## config.mk

```make
export PLATFORM = sky130hd
export DESIGN_NAME = norm_ctrl_flat
export DESIGN_NICKNAME = d
export VERILOG_FILES = /design/src/rtl/norm_ctrl_if.sv /design/src/rtl/norm_ctrl.sv /design/src/flat_wrapper.sv
export SDC_FILE = /design/constraint.sdc
export NUM_CORES = 1
export LEC_CHECK = 0
export CAP_MARGIN = 40
export CORE_MARGIN = 3
export CORE_UTILIZATION = 56
export DETAILED_ROUTE_END_ITERATION = 16
export HOLD_SLACK_MARGIN = 0.05
export PLACE_DENSITY = 0.84
export SKIP_LAST_GASP = 1
export SLEW_MARGIN = 20
export SYNTH_ARGS = -nofsm -noshare
export SYNTH_HDL_FRONTEND = slang
export SYNTH_SLANG_ARGS = --single-unit
```

## constraint.sdc

```tcl
create_clock -name clk -period 4.49 [get_ports clk]
set_clock_uncertainty 0.15 [all_clocks]
set_input_delay 0.898 -clock clk [delete_from_list [all_inputs] [get_ports clk]]
set_output_delay 0.898 -clock clk [all_outputs]
set_load 0.05 [all_outputs]
```

## src/rtl/norm_ctrl_if.sv

```systemverilog
`default_nettype none
// ============================================================================
// Module      : norm_ctrl_if
// Description : Operand/result handshake bundle for the normalizer.
// Revision    : 1.0 - initial release
// ============================================================================
interface norm_ctrl_if #(
    parameter int N  = 32,
    parameter int EW = 8
);
    logic          in_valid;
    logic          in_ready;
    logic [N-1:0]  in_mant;
    logic [EW-1:0] in_exp;
    logic          out_valid;
    logic          out_ready;
    logic [N-1:0]  out_mant;
    logic [EW-1:0] out_exp;
    logic          out_zero;
    logic          out_uflow;
    logic          busy;

    modport master (
        output in_valid, in_mant, in_exp, out_ready,
        input  in_ready, out_valid, out_mant, out_exp, out_zero, out_uflow, busy
    );

    modport slave (
        input  in_valid, in_mant, in_exp, out_ready,
        output in_ready, out_valid, out_mant, out_exp, out_zero, out_uflow, busy
    );
endinterface
`default_nettype wire

```

## src/rtl/norm_ctrl.sv

```systemverilog
`default_nettype none
// ============================================================================
// Module      : norm_ctrl
// Description : Leading-one normalizer, left shift up to 8 bits per cycle.
// Revision    : 1.0 - initial release
// ============================================================================
module norm_ctrl #(
    parameter int N  = 32,
    parameter int EW = 8
) (
    input  logic       clk,
    input  logic       rst_n,
    norm_ctrl_if.slave bus
);
    localparam int LW = $clog2(N);
    localparam int CW = (EW > LW) ? EW : LW;

    localparam logic [1:0] C_IDLE   = 2'd0;
    localparam logic [1:0] C_DETECT = 2'd1;
    localparam logic [1:0] C_SHIFT  = 2'd2;
    localparam logic [1:0] C_HOLD   = 2'd3;

    localparam logic [LW:0] C_STEP = (LW+1)'(8);

    logic [1:0]    state_q, state_d;
    logic [N-1:0]  mant_q, mant_d;
    logic [EW-1:0] exp_q, exp_d;
    logic [LW-1:0] rem_q, rem_d;
    logic [N-1:0]  out_mant_q, out_mant_d;
    logic [EW-1:0] out_exp_q, out_exp_d;
    logic          out_zero_q, out_zero_d;
    logic          out_uflow_q, out_uflow_d;
    logic          out_valid_q, out_valid_d;

    logic [LW-1:0] w_lod_idx;
    logic          w_lod_zero;
    logic [LW-1:0] w_req_shift;
    logic [LW-1:0] w_eff_shift;
    logic          w_uflow;
    logic [LW-1:0] w_step;
    logic [N-1:0]  w_shift_mant;
    logic [EW-1:0] w_shift_exp;
    logic [LW-1:0] w_rem_left;

    // Later iterations overwrite earlier ones, so the highest set bit wins.
    always_comb begin
        w_lod_idx = '0;
        for (int i = 0; i < N; i++) begin
            if (mant_q[i]) begin
                w_lod_idx = LW'(i);
            end
        end
    end

    assign w_lod_zero   = (mant_q == '0);
    assign w_req_shift  = LW'(N - 1) - w_lod_idx;
    assign w_uflow      = CW'(w_req_shift) > CW'(exp_q);
    assign w_eff_shift  = w_uflow ? LW'(exp_q) : w_req_shift;

    assign w_step       = ({1'b0, rem_q} > C_STEP) ? LW'(C_STEP) : rem_q;
    assign w_shift_mant = mant_q << w_step;
    assign w_shift_exp  = exp_q - EW'(w_step);
    assign w_rem_left   = rem_q - w_step;

    // State register
    always_ff @(posedge clk or negedge rst_n) begin
        if (!rst_n) begin
            state_q <= C_IDLE;
        end else begin
            state_q <= state_d;
        end
    end

    // Next-state logic
    always_comb begin
        state_d = state_q;
        case (state_q)
            C_IDLE:   if (bus.in_valid) state_d = C_DETECT;
            C_DETECT: state_d = (w_lod_zero || (w_eff_shift == '0)) ? C_HOLD : C_SHIFT;
            C_SHIFT:  if (w_rem_left == '0) state_d = C_HOLD;
            C_HOLD:   if (out_valid_q && bus.out_ready) state_d = C_IDLE;
            default:  state_d = C_IDLE;
        endcase
    end

    // Output / datapath next-values
    always_comb begin
        mant_d      = mant_q;
        exp_d       = exp_q;
        rem_d       = rem_q;
        out_mant_d  = out_mant_q;
        out_exp_d   = out_exp_q;
        out_zero_d  = out_zero_q;
        out_uflow_d = out_uflow_q;
        out_valid_d = 1'b0;
        case (state_q)
            C_IDLE: begin
                if (bus.in_valid) begin
                    mant_d      = bus.in_mant;
                    exp_d       = bus.in_exp;
                    out_zero_d  = 1'b0;
                    out_uflow_d = 1'b0;
                end
            end
            C_DETECT: begin
                if (w_lod_zero) begin
                    out_mant_d  = '0;
                    out_exp_d   = '0;
                    out_zero_d  = 1'b1;
                    out_uflow_d = 1'b0;
                end else begin
                    out_uflow_d = w_uflow;
                    rem_d       = w_eff_shift;
                    if (w_eff_shift == '0) begin
                        out_mant_d = mant_q;
                        out_exp_d  = exp_q;
                    end
                end
            end
            C_SHIFT: begin
                mant_d = w_shift_mant;
                exp_d  = w_shift_exp;
                rem_d  = w_rem_left;
                if (w_rem_left == '0) begin
                    out_mant_d = w_shift_mant;
                    out_exp_d  = w_shift_exp;
                end
            end
            C_HOLD: begin
                // Result is offered one cycle after HOLD entry and withdrawn on the handshake edge.
                out_valid_d = !(out_valid_q && bus.out_ready);
            end
            default: begin
                out_valid_d = 1'b0;
            end
        endcase
    end

    always_ff @(posedge clk or negedge rst_n) begin
        if (!rst_n) begin
            mant_q      <= '0;
            exp_q       <= '0;
            rem_q       <= '0;
            out_mant_q  <= '0;
            out_exp_q   <= '0;
            out_zero_q  <= 1'b0;
            out_uflow_q <= 1'b0;
            out_valid_q <= 1'b0;
        end else begin
            mant_q      <= mant_d;
            exp_q       <= exp_d;
            rem_q       <= rem_d;
            out_mant_q  <= out_mant_d;
            out_exp_q   <= out_exp_d;
            out_zero_q  <= out_zero_d;
            out_uflow_q <= out_uflow_d;
            out_valid_q <= out_valid_d;
        end
    end

    assign bus.in_ready  = (state_q == C_IDLE);
    assign bus.busy      = (state_q != C_IDLE);
    assign bus.out_valid = out_valid_q;
    assign bus.out_mant  = out_mant_q;
    assign bus.out_exp   = out_exp_q;
    assign bus.out_zero  = out_zero_q;
    assign bus.out_uflow = out_uflow_q;

endmodule
`default_nettype wire
```

## src/flat_wrapper.sv

```systemverilog
// flat-port wrapper written by rule: the top's interface ports become plain ports
module norm_ctrl_flat 
#(
    parameter int N  = 32,
    parameter int EW = 8
)
  (clk, rst_n, bus_in_valid, bus_in_mant, bus_in_exp, bus_out_ready, bus_in_ready, bus_out_valid, bus_out_mant, bus_out_exp, bus_out_zero, bus_out_uflow, bus_busy);
  norm_ctrl_if #(.N(N), .EW(EW)) bus_i ();
  input  logic clk;
  input  logic rst_n;
  input wire logic [$bits(bus_i.in_valid)-1:0] bus_in_valid;
  input wire logic [$bits(bus_i.in_mant)-1:0] bus_in_mant;
  input wire logic [$bits(bus_i.in_exp)-1:0] bus_in_exp;
  input wire logic [$bits(bus_i.out_ready)-1:0] bus_out_ready;
  output wire logic [$bits(bus_i.in_ready)-1:0] bus_in_ready;
  output wire logic [$bits(bus_i.out_valid)-1:0] bus_out_valid;
  output wire logic [$bits(bus_i.out_mant)-1:0] bus_out_mant;
  output wire logic [$bits(bus_i.out_exp)-1:0] bus_out_exp;
  output wire logic [$bits(bus_i.out_zero)-1:0] bus_out_zero;
  output wire logic [$bits(bus_i.out_uflow)-1:0] bus_out_uflow;
  output wire logic [$bits(bus_i.busy)-1:0] bus_busy;
  assign bus_i.in_valid = bus_in_valid;
  assign bus_i.in_mant = bus_in_mant;
  assign bus_i.in_exp = bus_in_exp;
  assign bus_i.out_ready = bus_out_ready;
  assign bus_in_ready = bus_i.in_ready;
  assign bus_out_valid = bus_i.out_valid;
  assign bus_out_mant = bus_i.out_mant;
  assign bus_out_exp = bus_i.out_exp;
  assign bus_out_zero = bus_i.out_zero;
  assign bus_out_uflow = bus_i.out_uflow;
  assign bus_busy = bus_i.busy;
  norm_ctrl #(.N(N), .EW(EW)) u_core (.clk(clk), .rst_n(rst_n), .bus(bus_i));
endmodule
```

### After elaboration in Yosys (flattened, before gate mapping)

Cells that the tools add are included.
W data, S select, Z words.

* register bits: 90
* latch bits: 0
* memory bits (writable): 0
* ROM bits: 0
* bits of input ports: 44
* output and inout bits: 45
* memories kept: 0

* add/sub/neg operators: 3
* multipliers: 0
* div/mod/pow operators: 0
* $lt $le $gt $ge: 2
* equality and inequality tests: 9
* shifts and indexed selects: 1
* multiplexer cells: 58
* bitwise logic cells: 0
* reductions and logical operators: 17

Operators by type and width (number)
* $mux W5: 33
* $mux W32: 4
* $pmux W32 S2: 2
* $logic_not A32 Y1: 1
* $mux W8: 4
* $pmux W8 S2: 2
* $shl A32 B5 Y32: 1
* $logic_not A5 Y1: 2
* $pmux W5 S2: 1
* $reduce_and A3 Y1: 3
* $gt A5 B8 Y1: 1
* $pmux W2 S4: 1
* $reduce_bool A2 Y1: 4
* $sub A8 B5 Y8: 1
* $mux W1: 6
* $mux W2: 3
* $ne A2 B1 Y1 const B: 3
* $reduce_and A2 Y1: 3
* $gt A5 B4 Y1 const B: 1
* $sub A5 B5 Y5: 1
* $sub A5 B5 Y5 const A: 1
* $eq A2 B2 Y1 const B: 2
* $ne A2 B2 Y1 const B: 2
* $pmux W1 S2: 2
* other kinds (6): 6

### Longest topological paths before layout

Gate-level depths: netlist of run 1.

* word-level depth: 38
* gate-level depth with buffers: 14

### Least setup slack after synthesis of run 1

No wires, ideal clock.

* kind: reg-to-reg
* start: reg u_core.mant_q[19]
* end: reg u_core.out_mant_q[0], in the netlist u_core.bus.out_mant[0]
* library setup time: 0.128 ns
* arrival time: 3.346 ns
* required time: 4.212 ns
* path slack: 0.866 ns
* cell stages (with the launch flop): 12
* buffers on the path: 2
* path through: dfrtp_1 buf_2 or4_4 nor4_4 ha_1 and3_1 a31o_2 a21oi_1 mux2i_1 a21oi_4 buf_4 mux2_1

* word-level cells in the longest chain between the ends: 19
* elaborated cells on any way between the ends: 24

RTL lines
* start: declaration: line norm_ctrl.sv:26 `logic [N-1:0] mant_q, mant_d;`
* start signal: assignment: line norm_ctrl.sv:150 `mant_q <= mant_d;`
* $mux W5 (13 in series): line norm_ctrl.sv:49 `if (mant_q[i]) begin`
* $sub A5 B5 Y5: line norm_ctrl.sv:56 `assign w_req_shift = LW'(N - 1) - w_lod_idx;`
* $gt A5 B8 Y1: line norm_ctrl.sv:57 `assign w_uflow = CW'(w_req_shift) > CW'(exp_q);`
* $mux W5: line norm_ctrl.sv:58 `assign w_eff_shift = w_uflow ? LW'(exp_q) : w_req_shift;`
* $logic_not A5 Y1: line norm_ctrl.sv:114 `if (w_eff_shift == '0) begin`
* $ne A3 B1 Y1 (no source line)
* $reduce_and A3 Y1 (no source line)
* end signal: assignment: line norm_ctrl.sv:153 `out_mant_q <= out_mant_d;`
* end: declaration: line norm_ctrl.sv:29 `logic [N-1:0] out_mant_q, out_mant_d;`

Several ways; a longest one is shown, not always the timed one. The select of a mux whose other input is x is not followed.
A chain may end at the register's enable or synchronous reset.

### Worst setup path in the final report of run 1

* start: reg u_core.mant_q[7]
* end: reg u_core.out_mant_q[0], in the netlist u_core.bus.out_mant[0]

* word-level cells in the longest chain between the ends: 31
* elaborated cells on any way between the ends: 36

RTL lines (line)
* $mux W5 (25 in series): norm_ctrl.sv:49
* $sub A5 B5 Y5: norm_ctrl.sv:56
* $gt A5 B8 Y1: norm_ctrl.sv:57
* $mux W5: norm_ctrl.sv:58
* $logic_not A5 Y1: norm_ctrl.sv:114
* $ne A3 B1 Y1 (no source line)
* $reduce_and A3 Y1 (no source line)

Several ways; a longest one is shown, not always the timed one. The select of a mux whose other input is x is not followed.

==> results of run 1 <==
-- sequential cells by signal, summed over array words and instances, names as in the netlist --
name and count:
u_core.bus.out_mant 32, u_core.mant_q 32, u_core.bus.out_exp 8, u_core.exp_q 8, u_core.rem_q 5, u_core.state_q 2
u_core.bus.out_uflow 1, u_core.bus.out_valid 1, u_core.bus.out_zero 1
-- cells in the mapped netlist (all sizes together), types with 3 or more instances --
| master | count |
|---|---|
| a21oi | 107 |
| dfrtp | 90 |
| o21ai | 79 |
| mux2i | 66 |
| inv | 55 |
| nand2 | 55 |
| clkbuf | 46 |
| nor2 | 36 |
| mux2 | 22 |
| mux4 | 20 |
| ha | 15 |
| buf | 13 |
| nor3 | 10 |
| or4 | 9 |
| a21o | 8 |
| a31oi | 8 |
| a221oi | 7 |
| nand3 | 7 |
| nor2b | 5 |
| or3 | 5 |
| nor4 | 4 |
| o22a | 4 |
| o31a | 4 |
| a211oi | 3 |
| o21a | 3 |
-- critical path, stage by stage (launching register included) --
cell and delay, ps:
dfrtp_1 460, or4_1 650, a31oi_1 200, o21ai_0 110
a31oi_1 250, ha_1 260, and3_1 180, a31o_2 250
a21oi_1 420, mux2i_1 380, a21oi_4 120, buf_12 170
mux2_1 310
-- worst max path at each step --
| stage | end | slack, ps | depth (start not counted) |
|---|---|---|---|
| 4_1_cts | u_core.bus.out_mant[11] | 240 | 12 |
| 2_1_floorplan | u_core.bus.out_mant[0] | 870 | 11 |
| 3_3_place_gp | u_core.bus.out_mant[12] | 490 | 12 |
| 3_5_place_dp | u_core.bus.out_mant[21] | 250 | 12 |
| 6_report | u_core.bus.out_mant[0] | 430 | 12 |
| 5_1_grt | u_core.bus.out_mant[0] | 240 | 12 |
-- stage by stage --
step / setup slack [ps] / hold slack [ps] / instance area [sq um] / utilization (%)
2_1_floorplan: 866.3 / 340.3 / 6454 / -
5_1_grt: 236.4 / 220.9 / 7744 / 70.20
6_report: 434.5 / 218.2 / 7744 / 70.20
3_3_place_gp: 489.5 / 321.8 / 7397 / 67.06
4_1_cts: 242.4 / 354.8 / 7669 / 69.52
3_5_place_dp: 251.4 / 326.9 / 7397 / 67.06
-- cell families (layout without fill, tap and decap cells) --
| group | count (synthesis) | after routing | synth area share (%) |
|---|---|---|---|
| buf+inv | 114 | 175 | 7.178 |
| other cells | 1 | 2 | 0.05814 |
| compound gates | 247 | 247 | 22.31 |
| xor+xnor | 2 | 2 | 0.2716 |
| flops | 90 | 90 | 34.92 |
| simple gates | 144 | 144 | 10.98 |
| mux | 108 | 108 | 21.07 |
| fa+ha+maj | 16 | 16 | 3.220 |
-- metal layers --
layer / wire length, um / vias to the layer above / track usage [%]
met4: 393 / 0 / 10.82
li1: - / 2724 / -
met5: 0 / - / 0
met3: 1665 / 41 / 5.722
met2: 8451 / 364 / 44.31
met1: 7286 / 2789 / 37.86
-- cell type report --
| type | count | area, sq um |
|---|---|---|
| clock buffer | 12 | 256.5 |
| clock inverter | 3 | 15.01 |
| fill | 839 | 3287 |
| inverter | 55 | 206.4 |
| multi-input combinational | 519 | 3755 |
| sequential | 90 | 2252 |
| tap | 140 | 175.2 |
| timing repair buffer | 105 | 1084 |
==> results.sh, run 1 <==
export IMPL_cts_made_buffers=9
export IMPL_synth_area_sq_um=6450
export IMPL_cts_tree="done"
export IMPL_n_antenna_cell=0
export IMPL_clk_latency_ps=350
export IMPL_r2r_start="u_core.mant_q[7]"
export IMPL_endpoint_kind="register"
export IMPL_core_area_sq_um=11030
export IMPL_finalMaxSlewViolations=0
export IMPL_synth_edff_count=0
export IMPL_fin_nets=840
export IMPL_max_slew_margin_pct=42.20
export IMPL_initial_core_util_pct=58.47
export IMPL_synth_top_cell_by_area="dfrtp_1"
export IMPL_grt_max_degree=67
export IMPL_cp_required_ps=4580
export IMPL_wl_per_cell_um=19.26
export IMPL_reg2reg_to="u_core.bus.out_mant[0]"
export IMPL_cts_hold_buffers_added=0
export IMPL_grt_overflow_total=0
export IMPL_ys_ff_latch=90
export IMPL_clk_pin_slew_ps=60
export IMPL_crit_fanout=13
export IMPL_rsz0062_at_grt="false"
export IMPL_ant_nets=0
export IMPL_drt_first_pass_iters=5
export IMPL_die_h_um=113.3
export IMPL_portBuffers=88
export IMPL_h_tree_depth=3
export IMPL_dp_hpwl_um=12420
export IMPL_antenna_found_initial=0
export IMPL_fmax_ghz=0.2466
export IMPL_fin_crit_ps=4055
export IMPL_max_cap_violations=0
export IMPL_via_per_inst=6.405
export IMPL_critPathLaunchType="register"
export IMPL_worstSetupPathType="register to register"
export IMPL_wl_um=17800
export IMPL_drtIter0Drc=693
export IMPL_place_gp_congestion=0.9375
export IMPL_hold_class="input port to asynchronous set/reset pin"
export IMPL_synth_top_area_share_pct=34.92
export IMPL_avgSynthCellArea_sq_um=8.933
export IMPL_ys_flop_type="dfrtp_1"
export IMPL_status="finished, final reports clean"
export IMPL_cts_buffer_depth=2
export IMPL_final_common_cell="a21oi_1"
export IMPL_grt_first_pass_wirelength_um=29110
export IMPL_synthCells=722
export IMPL_cts_sinks=90
export IMPL_rr_worst_depth=12
export IMPL_synth_warnings=0
export IMPL_synth_yosys_seq_area_share_pct=34.92
export IMPL_vias=5918
export IMPL_worst_pin_slew_ps=866.0
export IMPL_post_cts_buffers=0
export IMPL_cts_resized=0
export IMPL_yosysUniqueCellTypes=66
export IMPL_root_buffer="clkbuf_16"
export IMPL_cp_arrival_ps=4140
export IMPL_synthTopCellsByArea="dfrtp_1, mux2i_1, a21oi_1, mux4_2, o21ai_0"
export IMPL_fin_cells=924
export IMPL_drcViolationCount=0
export IMPL_grt_usage_pct=27.94
export IMPL_crit_start="u_core.mant_q[7]"
export IMPL_setup_violations_final=0
export IMPL_layout_common_cells="a21oi_1, dfrtp_1, clkdlybuf4s50_1"
export IMPL_area_growth_pct=20.06
export IMPL_dp_cells=906
export IMPL_min_period_over_period_pct=90.32
export IMPL_dieArea_sq_um=12840
export IMPL_grt_pass1_vias=5767
export IMPL_io_pins=89
export IMPL_hold_violations=0
export IMPL_final_layout_size_suffix_gt1_share_pct=11.22
export IMPL_tns_ps=0
export IMPL_r2r_slack_ps=430
export IMPL_ys_async_sr_fraction_pct=100.0
export IMPL_die_w_um=113.3
export IMPL_placementRows=38
Power of run 1 is left out: the tool's default activity adds up to more than one toggle a clock period on the data nets, which glitch-free logic cannot reach.
==> run 2, diff against run 1 <==
--- a/config.mk
+++ b/config.mk
@@ -12,7 +12,6 @@
 export HOLD_SLACK_MARGIN = 0.05
 export PLACE_DENSITY = 0.84
 export SKIP_LAST_GASP = 1
-export SLEW_MARGIN = 20
 export SYNTH_ARGS = -nofsm -noshare
 export SYNTH_HDL_FRONTEND = slang
 export SYNTH_SLANG_ARGS = --single-unit
==> run 2 against run 1 <==
Against the previous run: register-to-register slack improved by 20 ps; hold slack better by 130 ps; non-clock buffer count is 2 lower; final cell count down 0.22%; maximum frequency increased by 0.53%; setup slack better by 21 ps; die area unchanged; core utilization fell by 0.50 points.
==> results.sh, run 2 (synthesized netlist as in run 1, its figures left out) <==
export IMPL_status="finished, final reports clean"
export IMPL_path_cells="or4_1, a31oi_1, o21ai_0, a31oi_1, ha_1, and3_1, a31o_2, a21oi_1, mux2i_1, a21oi_4, buf_12, mux2_1"
export IMPL_cp_slowest_stage_delay_ps=640
export IMPL_place_gp_congestion=0.9375
export IMPL_setup_violations_final=0
export IMPL_dp_hpwl_um=12420
export IMPL_fin_crit_ps=4034
export IMPL_dieArea_sq_um=12840
export IMPL_r2r_start="u_core.mant_q[7]"
export IMPL_grt_pass1_vias=5767
export IMPL_ant_nets=0
export IMPL_layout_common_cells="a21oi_1, dfrtp_1, clkdlybuf4s50_1"
export IMPL_hold_violations=0
export IMPL_hold_class="register to register"
export IMPL_vias=5923
export IMPL_grt_max_degree=67
export IMPL_cp_required_ps=4580
export IMPL_initial_core_util_pct=58.47
export IMPL_io_pins=89
export IMPL_reg2reg_to="u_core.bus.out_mant[0]"
export IMPL_wl_per_cell_um=19.17
export IMPL_min_from="u_core.bus.out_mant[4]"
export IMPL_placementRows=38
export IMPL_utilization_pct=69.70
export IMPL_max_slew_margin_pct=42.79
export IMPL_cts_resized=0
export IMPL_antenna_found_initial=0
export IMPL_grt_usage_pct=27.94
export IMPL_post_cts_buffers=0
export IMPL_cp_common_cell="a31oi_1"
export IMPL_cts_sinks=90
export IMPL_slowest_stage="or4_1"
export IMPL_clk_pin_slew_ps=60
export IMPL_wl_um=17670
export IMPL_worstHoldEndpoint="u_core.bus.out_mant[4]"
export IMPL_die_h_um=113.3
export IMPL_grt_overflow_total=0
export IMPL_area_growth_pct=19.20
export IMPL_cts_tree="done"
export IMPL_drcViolationCount=0
export IMPL_cp_arrival_ps=4120
export IMPL_endpoint_kind="register"
export IMPL_grt_first_pass_wirelength_um=29110
export IMPL_finalMaxSlewViolations=0
export IMPL_clk_latency_ps=360
export IMPL_drt_first_pass_iters=5
export IMPL_cts_made_buffers=9
export IMPL_fmax_ghz=0.2479
export IMPL_max_cap_violations=0
export IMPL_worst_pin_slew_ps=858.1
export IMPL_core_area_sq_um=11030
export IMPL_via_per_inst=6.424
export IMPL_portBuffers=88
export IMPL_r2r_slack_ps=460
export IMPL_n_antenna_cell=0
export IMPL_final_layout_size_suffix_gt1_share_pct=11.00
export IMPL_drtIter0Drc=609
export IMPL_hold_depth=1
export IMPL_crit_fanout=13
export IMPL_rr_worst_depth=12
export IMPL_root_buffer="clkbuf_16"
export IMPL_die_w_um=113.3
export IMPL_min_period_over_period_pct=89.85
export IMPL_fin_nets=838
export IMPL_tns_ps=0
export IMPL_cts_buffer_depth=2
export IMPL_worstSetupPathType="register to register"
export IMPL_critPathLaunchType="register"
export IMPL_cts_hold_buffers_added=0
export IMPL_final_common_cell="a21oi_1"
export IMPL_rsz0062_at_grt="false"
export IMPL_h_tree_depth=3
-- run 2: cell count changes in the layout (fill, tap and decap cells not counted), sizes merged --
cell / before / now
buf: 18 / 16
-- run 2: worst max path at each step --
stage,startpoint,to,slack (ps)
6_report,u_core.mant_q[7],u_core.bus.out_mant[0],460
5_1_grt,u_core.mant_q[7],u_core.bus.out_mant[0],240
4_1_cts,u_core.mant_q[7],u_core.bus.out_mant[11],240
3_5_place_dp,u_core.mant_q[7],u_core.bus.out_mant[21],250
3_3_place_gp,u_core.mant_q[7],u_core.bus.out_mant[12],490
2_1_floorplan,u_core.mant_q[19],u_core.bus.out_mant[0],870
-- run 2: critical path: cells and delay by family (launching register included) --
kind,cells,cell delay (ps)
multiplexers,2,690
adder cells (fa/ha/maj),1,260
AO/OA/AOI/OAI,6,1330
flip-flops,1,460
buffers and inverters,1,170
AND/OR/NAND/NOR,2,820
-- run 2: per-stage QoR --
stage	area [sq um]	std cells	setup WS [ps]	hold slack [ps]
floorplan	6454	723	866.3	340.3
global placement	7397	906	489.5	321.8
detailed placement	7397	906	251.4	326.9
CTS	7669	921	242.4	354.8
global route	7689	922	240.9	364.0
finish	7689	922	455.8	349.7
-- run 2: metal layers --
layer / up-vias / wire (um) / global-route usage (%)
li1: 2723 / - / -
met1: 2827 / 7396 / 37.86
met2: 331 / 8342 / 44.31
met3: 42 / 1517 / 5.722
met4: 0 / 416 / 10.82
met5: - / 0 / 0
-- run 2: cell type report --
| class | instances | area (sq um) |
|---|---|---|
| clock buffer | 12 | 256.5 |
| clock inverter | 3 | 15.01 |
| fill | 841 | 3342 |
| inverter | 55 | 206.4 |
| multi-input combinational | 519 | 3755 |
| sequential | 90 | 2252 |
| tap | 140 | 175.2 |
| timing repair buffer | 103 | 1028 |
Power of run 2 is left out for the same reason.
